`config.mk`:
```
export PLATFORM = sky130hd
export DESIGN_NAME = serial_frame_receiver
export DESIGN_NICKNAME = d
export VERILOG_FILES = /design/src/rtl/serial_frame_receiver_pkg.sv /design/src/rtl/sfr_shift_reg.sv /design/src/rtl/serial_frame_receiver.sv
export SDC_FILE = /design/constraint.sdc
export NUM_CORES = 1
export LEC_CHECK = 0
export ABC_AREA = 0
export ABC_CLOCK_PERIOD_IN_PS = 4550
export CORE_MARGIN = 4
export CORE_UTILIZATION = 29
export CTS_CLUSTER_SIZE = 20
export DETAILED_ROUTE_END_ITERATION = 10
export PLACE_DENSITY = 0.54
export SKIP_LAST_GASP = 1
export SYNTH_ARGS = -nofsm -noshare
export SYNTH_HDL_FRONTEND = slang
export SYNTH_SLANG_ARGS = --single-unit
```
`constraint.sdc`:
```
create_clock -name clk -period 4.55 [get_ports clk]
set_input_delay 0.91 -clock clk [delete_from_list [all_inputs] [get_ports clk]]
set_output_delay 0.91 -clock clk [all_outputs]
set_load 0.1 [all_outputs]
```
`src/rtl/serial_frame_receiver_pkg.sv`:
```
// Shared types and constants for the tick-paced serial frame receiver.
package serial_frame_receiver_pkg;

  typedef enum logic [1:0] {
    StIdle  = 2'd0,
    StArmed = 2'd1,
    StShift = 2'd2
  } state_e;

  localparam int unsigned DefaultWidth = 16;
  localparam bit          MsbFirst     = 1'b1;

endpackage

```
`src/rtl/sfr_shift_reg.sv`:
```
// Tick-gated shift register; pdata is the word including the bit being shifted in this cycle.
module sfr_shift_reg
  import serial_frame_receiver_pkg::*;
#(
  parameter int unsigned WIDTH = DefaultWidth
) (
  input  logic             clk,
  input  logic             rst_n,
  input  logic             tick,
  input  logic             en,
  input  logic             clr,
  input  logic             din,
  output logic [WIDTH-1:0] pdata
);

  logic [WIDTH-1:0] sr_q;
  logic [WIDTH-1:0] base;

  // clr together with en loads din into an otherwise empty register.
  always_comb begin
    base = clr ? '0 : sr_q;
    if (MsbFirst) begin
      pdata = {base[WIDTH-2:0], din};
    end else begin
      pdata = {din, base[WIDTH-1:1]};
    end
  end

  always_ff @(posedge clk or negedge rst_n) begin
    if (!rst_n) begin
      sr_q <= '0;
    end else if (tick && en) begin
      sr_q <= pdata;
    end else if (tick && clr) begin
      sr_q <= '0;
    end
  end

endmodule

```
`src/rtl/serial_frame_receiver.sv`:
```
// Receives MSB-first frames framed by soc/SI_en on tick enables and presents each complete word.
module serial_frame_receiver
  import serial_frame_receiver_pkg::*;
#(
  parameter int unsigned WIDTH   = DefaultWidth,
  parameter int unsigned TIMEOUT = 8,
  parameter int unsigned CNT_W   = 5
) (
  input  logic             clk,
  input  logic             rst_n,
  input  logic             tick,
  input  logic             soc,
  input  logic             SI_en,
  input  logic             sdi,
  output logic [WIDTH-1:0] data,
  output logic             data_valid,
  output logic             frame_err,
  output logic             busy
);

  localparam logic [CNT_W-1:0] LastBit    = CNT_W'(WIDTH - 1);
  localparam logic [7:0]       TimeoutCnt = 8'(TIMEOUT);

  state_e           state_q, state_d;
  logic [CNT_W-1:0] bcnt_q, bcnt_d;
  logic [7:0]       tcnt_q, tcnt_d;
  logic [7:0]       tcnt_inc;
  logic [WIDTH-1:0] data_q, data_d;
  logic             dv_q, dv_d;
  logic             err_q, err_d;
  logic             busy_q, busy_d;
  logic             sr_en, sr_clr;
  logic [WIDTH-1:0] sr_pdata;

  sfr_shift_reg #(
    .WIDTH(WIDTH)
  ) u_shift_reg (
    .clk  (clk),
    .rst_n(rst_n),
    .tick (tick),
    .en   (sr_en),
    .clr  (sr_clr),
    .din  (sdi),
    .pdata(sr_pdata)
  );

  assign tcnt_inc = tcnt_q + 8'd1;

  always_comb begin
    state_d = state_q;
    bcnt_d  = bcnt_q;
    tcnt_d  = tcnt_q;
    data_d  = data_q;
    dv_d    = 1'b0;
    err_d   = 1'b0;
    sr_en   = 1'b0;
    sr_clr  = 1'b0;

    if (tick) begin
      unique case (state_q)
        StIdle: begin
          if (soc) begin
            state_d = StArmed;
            tcnt_d  = '0;
          end
        end

        StArmed: begin
          if (SI_en) begin
            sr_clr  = 1'b1;
            sr_en   = 1'b1;
            bcnt_d  = CNT_W'(1);
            state_d = StShift;
          end else if (soc) begin
            tcnt_d = '0;
          end else if (tcnt_inc == TimeoutCnt) begin
            err_d   = 1'b1;
            tcnt_d  = '0;
            state_d = StIdle;
          end else begin
            tcnt_d = tcnt_inc;
          end
        end

        StShift: begin
          if (SI_en && (bcnt_q == LastBit)) begin
            // Final bit wins over a coincident soc; soc then just re-arms.
            sr_en   = 1'b1;
            data_d  = sr_pdata;
            dv_d    = 1'b1;
            bcnt_d  = '0;
            tcnt_d  = '0;
            state_d = soc ? StArmed : StIdle;
          end else if (soc) begin
            err_d   = 1'b1;
            sr_clr  = 1'b1;
            bcnt_d  = '0;
            tcnt_d  = '0;
            state_d = StArmed;
          end else if (!SI_en) begin
            err_d   = 1'b1;
            sr_clr  = 1'b1;
            bcnt_d  = '0;
            state_d = StIdle;
          end else begin
            sr_en  = 1'b1;
            bcnt_d = bcnt_q + CNT_W'(1);
          end
        end

        default: begin
          state_d = StIdle;
          bcnt_d  = '0;
          tcnt_d  = '0;
        end
      endcase
    end

    busy_d = (state_d != StIdle);
  end

  always_ff @(posedge clk or negedge rst_n) begin
    if (!rst_n) begin
      state_q <= StIdle;
      bcnt_q  <= '0;
      tcnt_q  <= '0;
      data_q  <= '0;
      dv_q    <= 1'b0;
      err_q   <= 1'b0;
      busy_q  <= 1'b0;
    end else begin
      state_q <= state_d;
      bcnt_q  <= bcnt_d;
      tcnt_q  <= tcnt_d;
      data_q  <= data_d;
      dv_q    <= dv_d;
      err_q   <= err_d;
      busy_q  <= busy_d;
    end
  end

  assign data       = data_q;
  assign data_valid = dv_q;
  assign frame_err  = err_q;
  assign busy       = busy_q;

endmodule
```
== Yosys cells after proc, flatten, opt, wreduce, memory -nomap -nowiden ==
Cells that the tools add are included.
Operators by class
  add/subtract/negate cells: 2
  equal/unequal tests: 6
  muxes and demuxes: 42
  bitwise logic cells: 1
  reductions and logical operators: 9
Operator list (number)
  $mux W15: 3
  $mux W8: 5
  $pmux W8 S3: 1
  $mux W5: 4
  $mux W1: 16
  $mux W2: 8
  $pmux W5 S3: 1
  $add A8 B1 Y8 const B: 1
  $eq A8 B4 Y1 const B: 1
  $pmux W1 S2: 3
  $pmux W2 S3: 1
  $reduce_and A3 Y1: 2
  $add A5 B1 Y5 const B: 1
  $eq A5 B4 Y1 const B: 1
  $ne A2 B2 Y1 const B: 2
  $reduce_bool A2 Y1: 2
  $logic_and A1 B1 Y1: 3
  $eq A2 B1 Y1 const B: 1
  $eq A2 B2 Y1 const B: 1
  $logic_not A2 Y1: 1
  $reduce_and A2 Y1: 1
  $not A1 Y1: 1
Word-level totals
  register bits after elaboration: 49
  output and inout port bits: 19

== Longest topological paths before layout ==
Gate-level depths: netlist of run 1.
  depth after elaboration: 8
  depth in mapped cells: 8
  depth with buffers taken out: 7

== Cells and area by module ==
A second synthesis of run 1 with hierarchy kept.
Second synthesis, totals
  cells, all modules: 276
  area total of the unflattened synthesis: 2623.8 um^2
By module, submodules not included
  serial_frame_receiver: instances 1, cells an instance 195, area each 1780.5 um^2, sequential area each 850.8 um^2
  sfr_shift_reg: instances 1, cells an instance 81, area each 843.3 um^2, sequential area each 375.4 um^2

== Least setup slack after synthesis of run 1 ==
Ideal clock, no wire load.
  kind: reg-to-reg
  start point: register bcnt_q[0]
  end point: register data_q[1] (netlist: data[1])
  arrival time: 1.824 ns
  required time: 4.421 ns
  slack: 2.597 ns
  stages on the path, launching flop included: 9
  clock period less this slack: 1.953 ns
  path through: dfrtp_1 > ha_1 > and3_1 > ha_1 > nand2b_1 > a21bo_2 > a21oi_1 > buf_2 > o21ai_0
On the way
  word-level cells in the longest chain between the ends: 6
  elaborated cells between the ends (all ways): 7
  classes of those cells: 1 x eq/ne; 4 x mux; 2 x reduce/logical
RTL lines
  from (decl): line serial_frame_receiver.sv:25  | logic [CNT_W-1:0] bcnt_q, bcnt_d;
  from (signal assigned): line serial_frame_receiver.sv:133  | bcnt_q <= bcnt_d;
  $eq A5 B4 Y1 *: line serial_frame_receiver.sv:86  | if (SI_en && (bcnt_q == LastBit)) begin
  $logic_and A1 B1 Y1 *: line serial_frame_receiver.sv:86
  $mux W1: line serial_frame_receiver.sv:86
  $pmux W1 S2: line serial_frame_receiver.sv:60  | unique case (state_q)
  $mux W1: line serial_frame_receiver.sv:59  | if (tick) begin
  $mux W15: line sfr_shift_reg.sv:21  | base = clr ? '0 : sr_q;
  to (signal assigned): line serial_frame_receiver.sv:135  | data_q <= data_d;
  to (decl): line serial_frame_receiver.sv:28  | logic [WIDTH-1:0] data_q, data_d;
Mark *: on every way between the ends. The rest lies on a longest branch, timed or not.
A chain may end at the register's enable or synchronous reset.

== Worst setup path after layout of run 1 ==
  start point: register data_q[7] (netlist: data[7])
  end point: output data[7]
RTL lines
  to (decl): line serial_frame_receiver.sv:15  | output logic [WIDTH-1:0] data,
No word-level cell between the ends.

==> out/metrics.yaml, run 1 <==
outcome: "complete, no violations"
grt_pass1_wl_um: 8749
rsz0062_at_grt: "no"
die_y_um: 99.37
period_minus_slack_ps: 2717
die_area_um2: 9874
drc: 0
final_cell_mix: "dfrtp_1 (49), nand2_1 (45), o21ai_0 (37)"
worst_pin_slew_ps: 972.9
maxSlewHeadroom_pct: 34.94
cpPeakStageDelay_ps: 1130
p_leak_nw: 1.194
synthesis.instances: 264
vias_per_cell: 5.111
synth_fp_nets: 277
fillerInstances: 855
grtUsageTotal_pct: 10.65
timing.setup.critical_path_class: "register to output pin"
ir_drop_v: 0.0001481
drive_gt1_share_pct: 6.338
met1_usage_pct: 15.28
insertion_delay_ps: 300
setup.worst_path.start_class: "register"
synth_area_per_cell_um2: 9.171
fmax_mhz: 368.0
cts.repair.resized: 0
core-area_um2: 8175
post_cts_buffers: 0
ctsHoldBuffers: 0
required_ps: 3640
grt_max_degree: 50
r2r-end: "data[1]"
fp-row-count: 33
htreeDepth: 2
die_x_um: 99.37
numCtsBuffers: 5
critical_path.top_delay_family: "buffers and inverters"
portBuffers: 24
dr_total_vias: 1988
synth_seq_cells: 49
yosysSeqAreaShare_pct: 50.65
ff2ff_setup_slack_ps: 2340
reg2regPathDepth: 8
wl_um: 4978
clockRootBuffer: "clkbuf_8"
max-cap-violations: 0
hold_end: "data[4]"
nNetsFinal: 296
grt.busiest_layer: "met2"
endpoint_kind: "output pin"
cp_slowest_cell: "clkdlybuf4s50_1"
cts.sinks: 49
hold_class: "register to register"
hold_viol: 0
min-delay-start: "data[4]"
p_per_area_nw_per_um2: 396.2
place_ws_ps: 1550
start_util_pct: 29.61
drt-initial-drc-count: 123
fin_skew_ps: 9.480
dp_hpwl_um: 3296
tns_ps: 0
reg2reg_from: "bcnt_q[0]"
cts_tree: "yes"
routedWlPerCell_um: 12.80
final_common_cell: "dfrtp_1"
syn-cell-area_um2: 2421
syn_to_final_growth_pct: 16.23
antenna_found_initial: 0
synth_cell_type_count: 45
first_pass_iters: 4
grtUsageMet3_pct: 1.823
setup_ws_ps: 1833
grt_overflow: 0
clock_path_buffers: 2
met2_usage_pct: 16.17
ios: 25
drt.antenna.violating_nets: 0
hold_depth: 2
path_clk_slew_ps: 90
yosys_warnings: 0
critPathArrivalTime_ps: 1810
setup_viol: 0
grt_pass1_vias: 1785
maxSlewViolCount: 0
path_cells: "clkdlybuf4s50_1"
path_max_fanout: 2
post-route-period-util_pct: 59.72
gp_congestion: 0.7645
path_buf_inv: 1
antenna_cells: 0
==> cell families (layout without fill, tap and decap cells) <==
logic type / count (synthesis) / in the layout / share of synthesized area [%]
multiplexers: 2 / 2 / 0.8785
XOR/XNOR: 2 / 2 / 0.7236
AO/OA/AOI/OAI: 83 / 83 / 20.16
adder cells (fa/ha/maj): 7 / 7 / 3.617
buffers and inverters: 21 / 41 / 4.237
AND/OR/NAND/NOR: 100 / 100 / 19.74
flip-flops: 49 / 49 / 50.65
==> Yosys cell counts, drive strengths merged <==
| library cell | count | share of area, % |
|---|---|---|
| inv | 7 | 1.1 |
| nand3b | 1 | 0.31 |
| a21bo | 1 | 0.41 |
| o21a | 1 | 0.31 |
| nand3 | 22 | 4.5 |
| nor3 | 5 | 1.0 |
| buf | 8 | 2.1 |
| nor4 | 2 | 0.52 |
| nand2b | 2 | 0.52 |
| or3 | 2 | 0.52 |
| and3 | 1 | 0.26 |
| clkbuf | 6 | 1.1 |
| dfrtp | 49 | 51 |
| o31ai | 3 | 0.93 |
| nand4 | 1 | 0.52 |
| or2 | 2 | 0.52 |
| a221o | 2 | 0.83 |
| a21oi | 22 | 4.7 |
| and4b | 1 | 0.41 |
| o211ai | 1 | 0.31 |
| o22a | 2 | 0.72 |
| nor3b | 1 | 0.31 |
| a31oi | 1 | 0.26 |
| a21o | 3 | 0.93 |
| mux2 | 1 | 0.47 |
| mux2i | 1 | 0.41 |
| a21boi | 1 | 0.47 |
| o21ai | 41 | 8.5 |
| xnor2 | 2 | 0.72 |
| ha | 7 | 3.6 |
| nor2 | 9 | 1.5 |
| a2bb2oi | 1 | 0.36 |
| nand2 | 45 | 7.0 |
| a22o | 4 | 1.4 |
| or4 | 1 | 0.31 |
| nor2b | 3 | 0.78 |
| nor4b | 1 | 0.36 |
| nand4b | 1 | 0.36 |
==> power breakdown <==
group / internal [W] / switching (W)
Clock: 0.000109 / 0.000142
Sequential: 0.000471 / 0.0000318
Combinational: 0.000105 / 0.000255
==> cell type report <==
class                           count  area [um^2]  share of cell area [%]
Timing Repair Buffer               26        250.2                   8.893
Clock inverter                      1        7.507                  0.2668
Inverter                            7        26.28                  0.9337
Multi-Input combinational cell    194         1096                   38.95
Sequential cell                    49         1226                   43.58
Clock buffer                        7        76.32                   2.712
Tap cell                          105        131.4                   4.669
==> per-layer routing <==
layer / part of all wire, % / up-vias
li1: - / 971
met1: 50 / 970
met2: 45 / 42
met3: 3.7 / 5
met4: 1.5 / 0
met5: 0 / -
==> sequential cells by signal, indices dropped and copies added (netlist names) <==
| signal | count |
|---|---|
| data | 16 |
| u_shift_reg.sr_q | 15 |
| tcnt_q | 8 |
| bcnt_q | 5 |
| state_q | 2 |
| busy | 1 |
| data_valid | 1 |
| frame_err | 1 |
==> per-stage QoR <==
stage	std cells	total power, W	hold slack [ps]	utilization (%)	area, um^2
6_report	389	0.001115	481.1	34.42	2814
5_1_grt	389	0.001191	512.3	34.42	2814
4_1_cts	389	0.001128	490.5	34.42	2814
3_5_place_dp	381	0.0008703	468.0	33.39	2730
3_3_place_gp	381	0.0008723	465.8	33.39	2730
2_1_floorplan	264	0.0007890	475.9	-	2421
==> how the worst max path moves through the flow <==
| stage | depth (start not counted) | end | startpoint |
|---|---|---|---|
| final | 1 | data[7] | data[7] |
| after global routing | 5 | data[1] | SI_en |
| after CTS | 1 | data[7] | data[7] |
| after detailed placement | 5 | data[1] | SI_en |
| after global placement | 5 | data[2] | SI_en |
| after floorplan | 8 | data[1] | bcnt_q[0] |
Note: power is estimated with default switching activity, not from simulation.
==> run 2, diff against run 1 <==
Settings changed: ABC_CLOCK_PERIOD_IN_PS 4550 to 2740.
Clock period 4.55 ns to 2.74 ns, I/O delays scaled along.
==> run 2 against run 1 <==
Die area unchanged. Critical path type is now register to register. Power increased by 78%. Clock skew decreased by 1.7 ps. Largest cell class unchanged.
==> out/metrics.yaml, run 2 (synthesis gave the netlist of run 1 again) <==
p_per_area_nw_per_um2: 699.6
numCtsBuffers: 5
cts.repair.resized: 0
setup_ws_ps: 481.6
antenna_cells: 0
grt_max_degree: 31
maxSlewViolCount: 0
met3_length_um: 221
outcome: "complete, no violations"
cpPeakStageDelay_ps: 430
path_common_cell: "ha_1"
ios: 25
drc: 0
grt_pass1_wl_um: 9232
drt.antenna.violating_nets: 0
grt_pass1_vias: 1907
final_cell_mix: "dfrtp_1 (49), nand2_1 (45), o21ai_0 (37)"
cp_slowest_cell: "dfrtp_1"
post_cts_buffers: 0
fp-row-count: 33
vias_per_cell: 5.061
gp_congestion: 0.8172
post-route-period-util_pct: 82.42
required_ps: 2920
fin_skew_ps: 7.813
path_cells: "ha_1 > and3_1 > ha_1 > nand2b_1 > a21bo_2 > a21oi_2 > buf_4 > o21ai_0"
dr_total_vias: 1994
largest_reg_flops: 16
portBuffers: 24
worst_pin_slew_ps: 598.2
utilization_pct: 34.65
drt-met1-wl_um: 2523
rsz0062_at_grt: "no"
period_minus_slack_ps: 2258
start_util_pct: 29.61
setup_viol: 0
endpoint_kind: "register"
clockRootBuffer: "clkbuf_8"
hold_viol: 0
path_max_fanout: 30
fmax_mhz: 442.8
setup.worst_path.start_class: "register"
nNetsFinal: 301
wl_met2_um: 2404
first_pass_iters: 4
core-area_um2: 8175
ir_drop_v: 0.0002232
clock_path_buffers: 2
max-cap-violations: 0
critPathArrivalTime_ps: 2440
hold_class: "input pin to asynchronous set/reset pin"
dp_hpwl_um: 3567
cts_tree: "yes"
grt_overflow: 0
final_common_cell: "dfrtp_1"
p_leak_nw: 1.276
cts.sinks: 49
wl_um: 5240
ctsHoldBuffers: 0
antenna_found_initial: 0
highest_layer: "met4"
place_ws_ps: 344.0
routedWlPerCell_um: 13.30
die_y_um: 99.37
drive_gt1_share_pct: 15.22
htreeDepth: 2
grtUsageTotal_pct: 11.18
drt-initial-drc-count: 73
syn_to_final_growth_pct: 17.00
maxSlewHeadroom_pct: 60.12
path_clk_slew_ps: 100
insertion_delay_ps: 300
die_x_um: 99.37
tns_ps: 0
die_area_um2: 9874
timing.setup.critical_path_class: "register to register"
run 2: path summary, 6_finish.rpt:
check | startpoint | to | slack (ps) | cells past startpoint
max in group asynchronous | rst_n | tcnt_q[1] | 2050 | 2
min reg2reg | data[14] | data[14] | 490 | 2
max reg2reg | bcnt_q[0] | data[3] | 480 | 8
max | bcnt_q[0] | data[3] | 480 | 8
min | rst_n | data[13] | 120 | 1
min in group clk | data[14] | data[14] | 490 | 2
run 2: worst max-delay path: cells and delay by family, from the launching register on:
kind | cells | cell delay, ps
AND/OR/NAND/NOR | 2 | 380
adder cells (fa/ha/maj) | 2 | 490
buffers and inverters | 1 | 300
flip-flops | 1 | 430
AO/OA/AOI/OAI | 3 | 520
run 2: per-layer routing:
metal	track usage, %	vias to the layer above
li1	-	975
met1	15.61	969
met2	17.56	43
met3	2.244	7
met4	3.361	0
met5	0	-
run 2: area by class of cell:
cell class                 instances  area (um^2)
fill                             866         5343
clock buffer                       5        68.82
timing repair buffer              31        240.2
multi-input combinational        194         1096
tap                              105        131.4
clock inverter                     3        43.79
sequential                        49         1226
inverter                           7        26.28
run 2: power by group:
group | internal, W | total [W] | switching, W
sequential | 0.000782 | 0.000839 | 0.0000568
clock | 0.000274 | 0.000528 | 0.000254
combinational | 0.000183 | 0.000615 | 0.000431
run 2: through the flow:
step                total power [W]  hold WS, ps  instance area, um^2  cells
floorplan                  0.001310        252.4                 2421    264
global placement           0.001466        461.7                 2720    386
detailed placement         0.001470        460.1                 2720    386
CTS                        0.002002        126.4                 2833    394
global route               0.002120        130.4                 2833    394
finish                     0.001982        119.7                 2833    394
==> run 3, diff against run 2 <==
Settings changed: ABC_CLOCK_PERIOD_IN_PS 2740 to 1900, PLACE_DENSITY 0.54 to 0.56.
Clock period 2.74 ns to 1.9 ns, I/O delays scaled along.
==> run 3 against run 2 <==
Via count is 5.7% higher. Die area is the same. Power is 55% higher. Critical endpoint is now data[5].
==> out/metrics.yaml, run 3 (synthesis gave the netlist of run 1 again) <==
outcome: "complete, no violations"
routedWlPerCell_um: 13.57
die_x_um: 99.37
grt_pass1_vias: 2077
setup.worst_path.start_class: "register"
finalPower_w: 0.003081
fmax_mhz: 534.5
cts_tree: "yes"
setup_viol: 0
grt_max_degree: 50
grtUsageTotal_pct: 11.91
final_cell_mix: "dfrtp_1 (49), nand2_1 (45), buf_4 (42)"
timing.setup.critical_path_class: "register to register"
critPathArrivalTime_ps: 2070
p_leak_nw: 1.470
cts.sinks: 49
path_max_fanout: 8
maxSlewViolCount: 0
drc: 0
period_minus_slack_ps: 1871
dr_total_vias: 2108
hold_viol: 0
fin_skew_ps: 8.811
worst_pin_slew_ps: 301.7
required_ps: 2100
drt-initial-drc-count: 70
rsz0062_at_grt: "yes"
antenna_cells: 0
vias_per_cell: 4.972
clock_path_buffers: 2
utilization_pct: 40.01
syn_to_final_growth_pct: 35.09
core-area_um2: 8175
ios: 25
ctsHoldBuffers: 0
insertion_delay_ps: 310
first_pass_iters: 4
nNetsFinal: 331
portBuffers: 24
grt_overflow: 0
antenna_found_initial: 0
die_area_um2: 9874
fp-row-count: 33
gp_congestion: 0.7584
htreeDepth: 2
start_util_pct: 29.61
ir_drop_v: 0.0008356
post-route-period-util_pct: 98.46
wl_um: 5753
path_clk_slew_ps: 100
setup_ws_ps: 29.21
place_ws_ps: -158.6
drive_gt1_share_pct: 27.59
hold_class: "input pin to asynchronous set/reset pin"
max-cap-violations: 0
drt.antenna.violating_nets: 0
dp_hpwl_um: 3662
maxSlewHeadroom_pct: 79.86
clockRootBuffer: "clkbuf_8"
grt_pass1_wl_um: 9715
fin_hold_ws_ps: 34.28
die_y_um: 99.37
p_per_area_nw_per_um2: 942.0
largest_reg_flops: 16
endpoint_kind: "register"
numCtsBuffers: 5
final_common_cell: "dfrtp_1"
==> run 3: layout make-up <==
cell class | instances | area, um^2
clock buffer | 6 | 72.57
timing repair buffer | 61 | 621.8
fill | 817 | 4905
clock inverter | 2 | 13.76
sequential | 49 | 1226
inverter | 7 | 26.28
multi-input combinational | 194 | 1179
tap | 105 | 131.4
==> run 3: worst paths after layout <==
| kind | to | from | slack (ps) | depth (start not counted) |
|---|---|---|---|---|
| hold / removal | tcnt_q[3] | rst_n | 30 | 2 |
| setup reg to reg | data[5] | bcnt_q[0] | 30 | 8 |
| max in group asynchronous | bcnt_q[3] | rst_n | 1620 | 2 |
| setup / recovery | data[5] | bcnt_q[0] | 30 | 8 |
| min in group clk | data[0] | data[0] | 480 | 2 |
| hold reg to reg | data[0] | data[0] | 480 | 2 |
==> run 3: per-stage QoR <==
step | cells | instance area [um^2] | setup TNS [ps]
2_1_floorplan | 264 | 2435 | 0
3_3_place_gp | 409 | 3050 | -3448
3_5_place_dp | 409 | 3050 | -4270
4_1_cts | 424 | 3274 | -0.3975
5_1_grt | 424 | 3271 | -743.5
6_report | 424 | 3271 | 0
==> run 3: metal layers <==
metal  track usage [%]  share of wire, %  up-vias
met1             15.56                47     1023
met3             2.525               3.5        6
li1                  -                 -     1044
met4             3.046              0.80        0
met5                 0                 0        -
met2             20.09                49       35
==> run 3: critical path, stage by stage (launching register included) <==
cell and delay, ps:
dfrtp_1 390, ha_2 200, and3_4 160, ha_4 170, nand2b_4 150, a21bo_4 210
a21oi_4 230, buf_8 180, o21ai_1 80
==> run 3: repair_timing <==
action,CTS,global route
buffers inserted,5,3
pin swaps,2,8
resized for setup,15,24
endpoints found under the setup margin,36,39
cloned,2,0
==> run 3: report_power, final <==
group	internal, W	switching (W)
logic	0.000520	0.000722
clock network	0.000264	0.000376
registers	0.00113	0.0000709
total	0.00191	0.00117
